File: src/rtl/strb_divider_pkg.sv
// Shared types for the multi-channel strobe divider.
// Latency: n/a (types only).
// Backpressure: n/a.
package strb_divider_pkg;

  // Channel operating mode, latched when the channel is started.
  typedef enum logic {
    MODE_PERIODIC = 1'b0,
    MODE_ONESHOT  = 1'b1
  } mode_e;

  // Per-channel control state.
  typedef enum logic {
    ST_IDLE = 1'b0,
    ST_RUN  = 1'b1
  } state_e;

endpackage : strb_divider_pkg

File: src/rtl/strb_divider_ch.sv
// One strobe-divider channel: counts enabled cycles and emits a strobe every D_eff of them.
// Latency: first strobe D_eff enabled cycles after start is sampled; busy_o trails state by one cycle.
// Backpressure: none; en_i low freezes counter and state.
//
// Ports:
//   clk_i, arstn_i : clock, asynchronous active-low reset
//   en_i           : count enable (low pauses the channel)
//   start_i        : start/restart pulse, honoured in any state regardless of en_i
//   mode_i         : 0 periodic, 1 one-shot; sampled on start_i
//   div_i          : divisor D (0 treated as 1)
//   strb_o         : registered single-cycle strobe
//   busy_o         : registered copy of (state == RUN)
module strb_divider_ch
  import strb_divider_pkg::*;
#(
  parameter int CNT_WIDTH = 16
) (
  input  logic                 clk_i,
  input  logic                 arstn_i,
  input  logic                 en_i,
  input  logic                 start_i,
  input  logic                 mode_i,
  input  logic [CNT_WIDTH-1:0] div_i,
  output logic                 strb_o,
  output logic                 busy_o
);

  state_e               r_state;
  state_e               w_state_nxt;
  mode_e                r_mode;
  mode_e                w_mode_nxt;
  logic [CNT_WIDTH-1:0] r_cnt;
  logic [CNT_WIDTH-1:0] w_cnt_nxt;
  logic                 r_strb;
  logic                 w_strb_nxt;
  logic                 r_busy;
  logic [CNT_WIDTH-1:0] w_reload;

  // Reload value D_eff-1: a zero divisor behaves like one, so the reload is
  // zero in both cases and the subtraction never wraps.
  assign w_reload = (div_i == '0) ? '0 : (div_i - 1'b1);

  always_comb begin
    w_state_nxt = r_state;
    w_mode_nxt  = r_mode;
    w_cnt_nxt   = r_cnt;
    w_strb_nxt  = 1'b0;

    if (start_i) begin
      // Restart wins over a coincident terminal count: no strobe this time.
      w_state_nxt = ST_RUN;
      w_mode_nxt  = mode_e'(mode_i);
      w_cnt_nxt   = w_reload;
    end else begin
      case (r_state)
        ST_RUN: begin
          if (en_i) begin
            if (r_cnt != '0) begin
              w_cnt_nxt = r_cnt - 1'b1;
            end else begin
              w_strb_nxt = 1'b1;
              if (r_mode == MODE_PERIODIC) begin
                // Divisor is re-sampled only here, so changes take
                // effect at the period boundary.
                w_cnt_nxt = w_reload;
              end else begin
                w_state_nxt = ST_IDLE;
              end
            end
          end
        end
        default: begin
          // IDLE: counter holds, no strobe.
        end
      endcase
    end
  end

  always_ff @(posedge clk_i or negedge arstn_i) begin
    if (!arstn_i) begin
      r_state <= ST_IDLE;
      r_mode  <= MODE_PERIODIC;
      r_cnt   <= '0;
      r_strb  <= 1'b0;
      r_busy  <= 1'b0;
    end else begin
      r_state <= w_state_nxt;
      r_mode  <= w_mode_nxt;
      r_cnt   <= w_cnt_nxt;
      r_strb  <= w_strb_nxt;
      // Registered from the current state, so it rises the cycle after RUN
      // is entered and falls the cycle after a one-shot returns to IDLE.
      r_busy  <= (r_state == ST_RUN);
    end
  end

  assign strb_o = r_strb;
  assign busy_o = r_busy;

endmodule : strb_divider_ch

File: src/rtl/strb_divider_multi.sv
// NUM_CH independent strobe dividers sharing one clock and reset.
// Latency: per channel, first strobe D_eff enabled cycles after start is sampled.
// Backpressure: none; per-channel en_i pauses that channel only.
//
// Ports (bit/slice i belongs to channel i):
//   clk_i, arstn_i : clock, asynchronous active-low reset
//   en_i           : [NUM_CH-1:0] count enables
//   start_i        : [NUM_CH-1:0] start/restart pulses
//   mode_i         : [NUM_CH-1:0] 0 periodic, 1 one-shot
//   div_i          : [NUM_CH*CNT_WIDTH-1:0] divisors, channel i at [i*CNT_WIDTH +: CNT_WIDTH]
//   strb_o         : [NUM_CH-1:0] strobes
//   busy_o         : [NUM_CH-1:0] busy flags
module strb_divider_multi
  import strb_divider_pkg::*;
#(
  parameter int NUM_CH    = 4,
  parameter int CNT_WIDTH = 16
) (
  input  logic                          clk_i,
  input  logic                          arstn_i,
  input  logic [NUM_CH-1:0]             en_i,
  input  logic [NUM_CH-1:0]             start_i,
  input  logic [NUM_CH-1:0]             mode_i,
  input  logic [NUM_CH*CNT_WIDTH-1:0]   div_i,
  output logic [NUM_CH-1:0]             strb_o,
  output logic [NUM_CH-1:0]             busy_o
);

  for (genvar g = 0; g < NUM_CH; g++) begin : g_ch
    strb_divider_ch #(
      .CNT_WIDTH (CNT_WIDTH)
    ) u_ch (
      .clk_i   (clk_i),
      .arstn_i (arstn_i),
      .en_i    (en_i[g]),
      .start_i (start_i[g]),
      .mode_i  (mode_i[g]),
      .div_i   (div_i[g*CNT_WIDTH +: CNT_WIDTH]),
      .strb_o  (strb_o[g]),
      .busy_o  (busy_o[g])
    );
  end

endmodule : strb_divider_multi

File: config.mk
export PLATFORM = sky130hd
export DESIGN_NAME = strb_divider_multi
export DESIGN_NICKNAME = d
export VERILOG_FILES = /design/src/rtl/strb_divider_pkg.sv /design/src/rtl/strb_divider_ch.sv /design/src/rtl/strb_divider_multi.sv
export SDC_FILE = /design/constraint.sdc
export NUM_CORES = 1
export LEC_CHECK = 0
export CAP_MARGIN = 20
export CORE_AREA = 10 10 134 136
export DETAILED_ROUTE_END_ITERATION = 10
export DIE_AREA = 0 0 144 146
export DONT_BUFFER_PORTS = 1
export GPL_TIMING_DRIVEN = 0
export SLEW_MARGIN = 15
export SYNTH_ARGS = -nofsm -noshare
export SYNTH_HDL_FRONTEND = slang
export SYNTH_SLANG_ARGS = --single-unit
File: constraint.sdc
create_clock -name clk_i -period 3.15 [get_ports clk_i]
set_clock_uncertainty 0.05 [all_clocks]
set_input_delay 0.63 -clock clk_i [delete_from_list [all_inputs] [get_ports clk_i]]
set_output_delay 0.63 -clock clk_i [all_outputs]
set_load 0.01 [all_outputs]
==> flow_summary_export.csv <==
group,metric,value,unit
routing,route.detailed.drc,0,
power_and_ir_drop,p_leak,2.40,nW
critical_path,cp_num_buf_inv,3,
finish,drive_above_1_share,0.0690,
yosys,synth_ff_type,"dfrtp_1",
critical_path,critical_path.max_stage_delay,0.51,ns
routing,wl_per_cell,16.6,um
clock_network,cts_tree,"built",
yosys,yosysMostFrequentCell,"dfrtp_1",
yosys,ys_ff_latch,80,
sta,tns,0,ns
clock_network,clkSlewWorstSetupHoldPaths,0.06,ns
critical_path,crit_fanout,10,
power_and_ir_drop,peakVddDrop,280,uV
clock_network,worstSkewPairLatency,0.34,ns
floorplanning,die_h,146,um
status,status,"finished, final reports clean",
routing,antenna_left,0,
placed_design,hpwl,12000,um
global_route,grt_pass1_wl,26900,um
placed_design,place.gp.congestion,0.895,
global_route,grt_usage,0.153,
critical_path,start_kind,"flip-flop",
yosys,netlist_top_cells_area,"dfrtp_1 34%, nor3_1 5.5%, nor2_1 4.6%, a21oi_1 4.3%, nand2_1 4.2%",
power_and_ir_drop,power_density,450,nW/um^2
critical_path,crit_family,"simple AND/OR/NAND/NOR gates",
finish,fin_nets,853,
global_route,grt_pass1_vias,5452,
yosys,yosys_warnings,0,
yosys,postSynthAreaPerCell,7.94,um^2
routing,vias_per_cell,5.83,
clock_network,cts_buffer_depth,2,
finish,finalNonFillerCells,960,
critical_path,cp.arrival,2.97,ns
floorplanning,rows,46,
yosys,synth_cell_type_count,66,
critical_path,critPathRequiredTime,3.34,ns
sta,finalHoldViolCount,0,
yosys,syn-cell-area,5960,um^2
yosys,synth_fp_nets,840,
sta,min_period_over_period,0.882,
global_route,antenna_found_initial,1,
floorplanning,die_area,21000,um^2
job,drv_cap,0,
sta,setup_viol,0,
placed_design,dp.cells,943,
routing,vias,5597,
finish,syn_to_final_growth,9.54,%
hold_path,hold_class,"in2async",
critical_path,cp_slowest_cell,"nor4b_1",
yosys,yosysTopAreaCell,"dfrtp_1",
sta,maxSlewViolCount,0,
finish,n_antenna_cell,0,
clock_network,htreeDepth,3,
floorplanning,initial_core_util,0.385,
floorplanning,dieWidth,144,um
finish,fin_area,6530,um^2
yosys,synth_enable_flop_cells,0,
sta,max_freq,360,MHz
yosys,ys_seq_area_frac,0.336,
yosys,synth_cells,750,
critical_path,crit_path_end_kind,"flip-flop",
yosys,synthTopCellsByCount,"80 x dfrtp_1, 73 x nor2_1, 67 x nand2_1",
clock_network,cts.sinks,80,
global_route,overflow,0,
placed_design,port_buffers,0,
sta,timing.hold.ws,0.151,ns
clock_network,post_cts_resize_count,0,
yosys,synth_top_cell_area_share,0.336,
global_route,grt_max_degree,81,
critical_path,crit_chain,"inv_1, ha_1, nor4b_1, and4b_1, buf_4, a31oi_1, nor2_1, clkbuf_1, o21ai_0, o31ai_1",
sta,finalCriticalPeriod,2.78,ns
critical_path,crit_type,"reg2reg",
routing,drt-total-wl,15900,um
clock_network,root_buffer,"clkbuf_16",
routing,drtPass1Iterations,5,
sta,slew_headroom,0.383,
sta,worst_slew_pin_slew,0.918,ns
clock_network,cts_inserted_buffers,9,
placed_design,dpl_cell_area,6210,um^2
routing,drtIter0Drc,381,
sta,rsz0062_at_grt,"no",
floorplanning,core,15500,um^2
yosys,postSynth.asyncResetShare,1.00,
floorplanning,pin_count,86,
flip-flops by register name (all words and copies together), names as in the netlist:
register,flops
g_ch.u_ch.busy_o,4
g_ch.u_ch.r_state,4
g_ch.u_ch.strb_o,4
g_ch.u_ch.r_mode,4
g_ch.u_ch.r_cnt,64
path summary, 6_finish.rpt:
| check | start | to | slack (ns) | cells past startpoint |
|---|---|---|---|---|
| worst max-delay path | g_ch[1].u_ch.r_cnt[0] | g_ch[1].u_ch.r_cnt[0] | 0.37 | 10 |
| worst min-delay path | arstn_i | g_ch[2].u_ch.r_state | 0.15 | 1 |
| worst max register to register | g_ch[1].u_ch.r_cnt[0] | g_ch[1].u_ch.r_cnt[0] | 0.37 | 10 |
| worst min register to register | g_ch[2].u_ch.r_state | g_ch[2].u_ch.busy_o | 0.35 | 0 |
| max in group asynchronous | arstn_i | g_ch[1].u_ch.r_cnt[15] | 2.60 | 1 |
| min in group clk_i | div_i[0] | g_ch[0].u_ch.r_cnt[0] | 0.34 | 1 |
stage by stage:
stage	total power, W	util	setup slack (ns)
detailed placement	0.00189	0.401	0.445
CTS	0.00297	0.421	0.430
finish	0.00294	0.421	0.370
global placement	0.00188	0.400	0.275
floorplan	0.00173	-	0.567
global route	0.00313	0.421	0.214
worst reg2reg max path: stages (launching register included):
cell	delay [ns]
dfrtp_1	0.42
inv_1	0.10
ha_1	0.17
nor4b_1	0.51
and4b_1	0.27
buf_4	0.15
a31oi_1	0.11
nor2_1	0.31
clkbuf_1	0.36
o21ai_0	0.16
o31ai_1	0.08
metal layers:
layer  vias to the layer above  share of wire  track usage
met1                      2618           0.46        0.202
met4                         2          0.011       0.0352
met5                         -        0.00082            0
li1                       2821              -            -
met2                       141           0.46        0.240
met3                        15          0.066       0.0457
cell usage in the layout, fill, tap and decap left out, types with 4 or more instances in the layout:
master	Yosys	final
a211oi_1	4	4
a21o_1	8	8
a21oi_1	51	51
a31oi_1	25	25
and3_1	6	6
and4b_1	4	4
buf_2	7	8
buf_4	10	10
clkbuf_1	21	22
clkbuf_16	0	9
dfrtp_1	80	80
ha_1	12	12
inv_1	29	29
mux2_2	4	4
mux2i_1	6	6
nand2_1	67	67
nand2b_1	5	5
nand3_1	20	20
nand3b_1	4	4
nand4_1	8	8
nand4b_1	8	8
nor2_1	73	73
nor2b_1	5	5
nor3_1	65	65
nor3b_1	6	6
nor4_1	21	20
o211ai_1	15	15
o21a_1	4	4
o21ai_0	48	48
o22ai_1	12	12
o311ai_0	4	4
o31ai_1	5	5
o41ai_1	4	4
or3_1	10	10
or4_1	12	12
xnor2_1	21	21
xor2_1	23	23
cell families (layout without fill, tap and decap cells):
| kind of cell | Yosys count | in the layout | synth area share |
|---|---|---|---|
| simple gates | 330 | 330 | 0.288 |
| compound gates | 207 | 207 | 0.218 |
| flops | 80 | 80 | 0.336 |
| buf+inv | 67 | 85 | 0.0500 |
| xor+xnor | 44 | 44 | 0.0647 |
| fa+ha+maj | 12 | 12 | 0.0252 |
| mux | 10 | 10 | 0.0176 |
repair_timing:
item                                   in CTS  in global routing
endpoints found under the hold margin      80                  0
setup endpoints to repair                   0                  0
hold buffers                                1                  0
buffers inserted                            0                  0
final cells by class:
class                   count  area (um^2)
well taps                 192          240
fillers                  1585         8960
multi-input cells         603         3660
inverters                  29          109
clock inverters             6         60.1
flip-flops and latches     80         2000
repair buffers              2         32.5
plain buffers              38          189
clock buffers              10          229
report_power, final:
group | internal [W] | switching [W] | leakage (nW) | total (W)
clock network | 0.000610 | 0.000430 | 0.138 | 0.00104
logic | 0.000248 | 0.000353 | 1.33 | 0.000601
registers | 0.00116 | 0.000140 | 0.936 | 0.00130
No activity file was read; power rests on OpenSTA's default activity.
